**config.mk**
```make
export PLATFORM = sky130hd
export DESIGN_NAME = pipe_mux_reg
export DESIGN_NICKNAME = d
export VERILOG_FILES = /design/src/rtl/pipe_pkg.sv /design/src/rtl/mux_n.sv /design/src/rtl/pipe_mux_reg.sv
export SDC_FILE = /design/constraint.sdc
export NUM_CORES = 1
export LEC_CHECK = 0
export BUFFER_PORTS_ARGS = -buffer_cell sky130_fd_sc_hd__buf_2
export CAP_MARGIN = 10
export CELL_PAD_IN_SITES_DETAIL_PLACEMENT = 1
export CELL_PAD_IN_SITES_GLOBAL_PLACEMENT = 1
export CORE_ASPECT_RATIO = 1.2
export CORE_MARGIN = 3
export CORE_UTILIZATION = 25
export CTS_CLUSTER_SIZE = 16
export DETAILED_ROUTE_END_ITERATION = 8
export PLACE_DENSITY = 0.89
export SLEW_MARGIN = 20
export SYNTH_ARGS = -nofsm -noshare
export SYNTH_HDL_FRONTEND = slang
export SYNTH_SLANG_ARGS = --single-unit
```
**constraint.sdc**
```tcl
create_clock -name clk -period 2 [get_ports clk]
set_input_delay 0.2 -clock clk [delete_from_list [all_inputs] [get_ports clk]]
set_output_delay 0.2 -clock clk [all_outputs]
set_load 0.005 [all_outputs]
```
**src/rtl/pipe_pkg.sv**
```systemverilog
// Shared encodings and constants for pipelined MIPS datapath selectors.
package pipe_pkg;

    localparam int unsigned DATA_W   = 32;
    localparam logic [31:0] NOP_WORD = 32'h0000_0000;

    // Forwarding-select encodings shared by all operand-forwarding muxes
    localparam int unsigned FWD_REG   = 0;
    localparam int unsigned FWD_EXMEM = 1;
    localparam int unsigned FWD_MEMWB = 2;

    function automatic bit is_pow2(input int unsigned n);
        return (n != 0) && ((n & (n - 1)) == 0);
    endfunction

endpackage

```
**src/rtl/mux_n.sv**
```systemverilog
// Combinational N:1 WIDTH-bit selector; flags selects at or beyond N_IN.
module mux_n
    import pipe_pkg::*;
#(
    parameter int unsigned WIDTH = DATA_W,
    parameter int unsigned N_IN  = 4,
    localparam int unsigned SEL_W = $clog2(N_IN)
) (
    input  logic [N_IN*WIDTH-1:0] din,
    input  logic [SEL_W-1:0]      sel,
    output logic [WIDTH-1:0]      dout_c,
    output logic                  oor_c
);

    always_comb begin
        dout_c = '0;
        for (int k = 0; k < int'(N_IN); k++) begin
            if (sel == SEL_W'(k)) dout_c = din[k*WIDTH +: WIDTH];
        end
    end

    // Every encoding is legal when N_IN fills the select space
    if (is_pow2(N_IN)) begin : g_full
        assign oor_c = 1'b0;
    end else begin : g_partial
        assign oor_c = ({1'b0, sel} >= (SEL_W+1)'(N_IN));
    end

endmodule

```
**src/rtl/pipe_mux_reg.sv**
```systemverilog
// Registered N:1 pipeline-boundary selector with stall, flush, valid and sticky select-error capture.
module pipe_mux_reg
    import pipe_pkg::*;
#(
    parameter int unsigned WIDTH     = DATA_W,
    parameter int unsigned N_IN      = 4,
    parameter logic [31:0] FLUSH_VAL = NOP_WORD,
    localparam int unsigned SEL_W    = $clog2(N_IN)
) (
    input  logic                  clk,
    input  logic                  reset,
    input  logic [N_IN*WIDTH-1:0] din,
    input  logic [SEL_W-1:0]      sel,
    input  logic                  in_valid,
    input  logic                  stall,
    input  logic                  flush,
    output logic [WIDTH-1:0]      dout,
    output logic                  out_valid,
    output logic                  sel_err,
    output logic [SEL_W-1:0]      err_sel
);

    localparam logic [WIDTH-1:0] BUBBLE = WIDTH'(FLUSH_VAL);

    logic [WIDTH-1:0] w_mux;
    logic             w_oor;
    logic [WIDTH-1:0] r_dout;
    logic             r_valid;
    logic             r_sel_err;
    logic [SEL_W-1:0] r_err_sel;

    mux_n #(
        .WIDTH (WIDTH),
        .N_IN  (N_IN)
    ) u_mux (
        .din    (din),
        .sel    (sel),
        .dout_c (w_mux),
        .oor_c  (w_oor)
    );

    // Priority: reset, flush, stall, load; error capture only on load cycles
    always_ff @(posedge clk) begin
        if (reset) begin
            r_dout    <= BUBBLE;
            r_valid   <= 1'b0;
            r_sel_err <= 1'b0;
            r_err_sel <= '0;
        end else if (flush) begin
            r_dout    <= BUBBLE;
            r_valid   <= 1'b0;
        end else if (!stall) begin
            r_dout    <= w_oor ? BUBBLE : w_mux;
            r_valid   <= in_valid;
            if (w_oor && !r_sel_err) begin
                r_sel_err <= 1'b1;
                r_err_sel <= sel;
            end
        end
    end

    assign dout      = r_dout;
    assign out_valid = r_valid;
    assign sel_err   = r_sel_err;
    assign err_sel   = r_err_sel;

endmodule

```
==> flow_metrics.env <==
export IMPL_yosys_register_bits=33
export IMPL_ctsHoldBuffers=0
export IMPL_hold_viol=0
export IMPL_yosysWarnings=0
export IMPL_total_power_w=0.00163
export IMPL_ctsLongestPathBuffers=2
export IMPL_wire_per_inst_um=18.5
export IMPL_io_pins=171
export IMPL_antenna_left=0
export IMPL_p_leak_nw=1.39
export IMPL_cp_end_kind="flip-flop"
export IMPL_cp_arrival_ns=1.46
export IMPL_antenna_diode_count=0
export IMPL_worstSetupPathType="input port to flip-flop"
export IMPL_path_buf_inv=1
export IMPL_finalCriticalPeriod_ns=1.30
export IMPL_grt_max_degree=33
export IMPL_cts_buffers=5
export IMPL_vias_per_cell=5.14
export IMPL_rsz0062_at_grt="no"
export IMPL_irDropWorstVdd_mv=0.217
export IMPL_grt_pass1_wl_mm=12.3
export IMPL_insertion_delay_ns=0.28
export IMPL_grt_pass1_vias=2550
export IMPL_crit_family="simple AND/OR/NAND/NOR gates"
export IMPL_cts_root_buf="clkbuf_8"
export IMPL_drtIter0Drc=60
export IMPL_cts_setup_buffers=0
export IMPL_htree_levels=2
export IMPL_setup_viol=0
export IMPL_use_met3_pct=3.20
export IMPL_gr_usage_met1_pct=17.9
export IMPL_top_usage_layer="met2"
export IMPL_clk_pin_slew_ns=0.07
export IMPL_die_w_um=86.8
export IMPL_nets=488
export IMPL_cts_sinks=33
export IMPL_cp_cell_sequence="buf_2, or3b_4, o221ai_1, a21oi_1"
export IMPL_hold_path_class="input port to flip-flop"
export IMPL_post_route_period_util_pct=64.9
export IMPL_io_buffers=167
export IMPL_syn_area_um2=1960
export IMPL_yosys_top_cells_area="dfxtp_1, mux2_2, a21oi_1, mux4_2, o221ai_2"
export IMPL_nFillCells=915
export IMPL_cp_max_fo=22
export IMPL_syn2layout_area_growth_pct=49.8
export IMPL_cp_required_ns=2.16
export IMPL_fin_setup_tns_ns=0
export IMPL_dieArea_um2=8950
export IMPL_ys_seq_area_share_pct=33.7
export IMPL_final_max_slew_violation_count=0
export IMPL_grt_util_all_layers_pct=17.7
export IMPL_drive_above_1_share_pct=63.5
export IMPL_yosysTopAreaCellShare_pct=33.7
export IMPL_worstSetupStartpointType="input port"
export IMPL_rows=34
export IMPL_pre_cts_ws_ns=0.389
export IMPL_drc_errors=0
export IMPL_antenna_found_initial=0
export IMPL_critPathMaxStageDelay_ns=0.61
export IMPL_max_cap_violations=0
export IMPL_final_setup_worst_slack_ns=0.702
export IMPL_die_y_um=103
export IMPL_gp_congestion=0.826
export IMPL_dr_pass1_iters=4
export IMPL_overflow=0
export IMPL_routed_wl_mm=8.21
export IMPL_dpl_cell_area_um2=2850
export IMPL_yosysTopAreaCell="dfxtp_1"
export IMPL_cts_tree="yes"
export IMPL_powerDensity_nw_per_um2=554
export IMPL_critPathSlowestCell="or3b_4"
export IMPL_fin_skew_ns=0
export IMPL_core_um2=7440
export IMPL_start_util_pct=26.3
export IMPL_max_freq_ghz=0.771
export IMPL_synth_avg_cell_area_um2=10.2
export IMPL_met2_usage_pct=34.9
export IMPL_status="complete, no violations"
export IMPL_hpwlAfterDp_mm=6.68
export IMPL_yosys_cell_types_count=20
export IMPL_vias=2279
export IMPL_final_area_um2=2940
export IMPL_netlist_instances=193
export IMPL_ctsResizeCount=0
-- area by class of cell --
class	instances	area, um2	area share, %
Clock buffer	7	86.3	2.94
Timing Repair Buffer	175	908	30.9
Sequential cell	33	661	22.5
Multi-Input combinational cell	137	1160	39.7
Tap cell	90	113	3.83
Inverter	1	3.75	0.128
-- sequential cells by signal, indices dropped and copies added, names as in the netlist --
name	count
dout	32
out_valid	1
-- cells in the final DEF (no fill, tap or decap), types with 3 or more instances in the layout --
cell type / n
buf_2: 167
dfxtp_1: 33
a21oi_1: 32
mux2_2: 22
o22ai_1: 22
nand2_1: 21
o221ai_1: 12
o221ai_2: 10
mux4_2: 7
buf_4: 7
clkbuf_8: 6
mux4_1: 3
conb_1: 3
-- power breakdown --
group / internal, W / total (W) / switching [W]
clock: 0.000273 / 0.000504 / 0.000231
combinational: 0.000230 / 0.000419 / 0.000189
sequential: 0.000687 / 0.000704 / 0.0000167
-- metrics by stage --
step                      hold WS [ns]  utilization [%]  instances
after floorplan                  0.344                -        195
after global placement           0.440             38.3        436
after detailed placement         0.453             38.3        436
after CTS                        0.176             39.4        443
after global routing             0.207             39.4        443
final                            0.175             39.4        443
-- kinds of logic after synthesis --
family / share of synthesized area (%)
DFF: 33.7
other: 0.191
buffers and inverters: 7.40
muxes: 25.2
and+or+nand+nor: 5.30
AOI/OAI and AO/OA: 28.2
-- path summary, 6_finish.rpt --
| path | startpoint | end | slack [ns] | depth (start not counted) |
|---|---|---|---|---|
| worst max-delay path | sel[0] | dout[30]$_SDFFE_PP0N_ | 0.70 | 4 |
| worst min-delay path | in_valid | out_valid$_SDFFE_PP0N_ | 0.17 | 3 |
| worst max register to register | dout[30]$_SDFFE_PP0N_ | dout[30]$_SDFFE_PP0N_ | 1.30 | 2 |
| worst min register to register | dout[22]$_SDFFE_PP0N_ | dout[22]$_SDFFE_PP0N_ | 0.46 | 2 |
-- worst reg2reg max path, cell delays in order (launching register included) --
cell and delay, ns:
dfxtp_1 0.34, o221ai_1 0.13, a21oi_1 0.17
-- layer usage --
layer / vias up / part of all wire, % / routed length (um)
li1: 1076 / - / -
met1: 1095 / 34 / 2810
met2: 92 / 57 / 4690
met3: 16 / 5.9 / 486
met4: 0 / 2.6 / 217
met5: - / 0 / 0
-- cell usage after synthesis (all sizes together) --
cell / n
clkbuf: 8
a21oi: 32
nand2: 21
dfxtp: 33
conb: 1
or2: 1
o221ai: 22
buf: 16
or3b: 1
inv: 1
nor2: 2
mux4: 10
mux2: 22
o22ai: 22
mux2i: 1
Note: power is estimated with default switching activity, not from simulation.
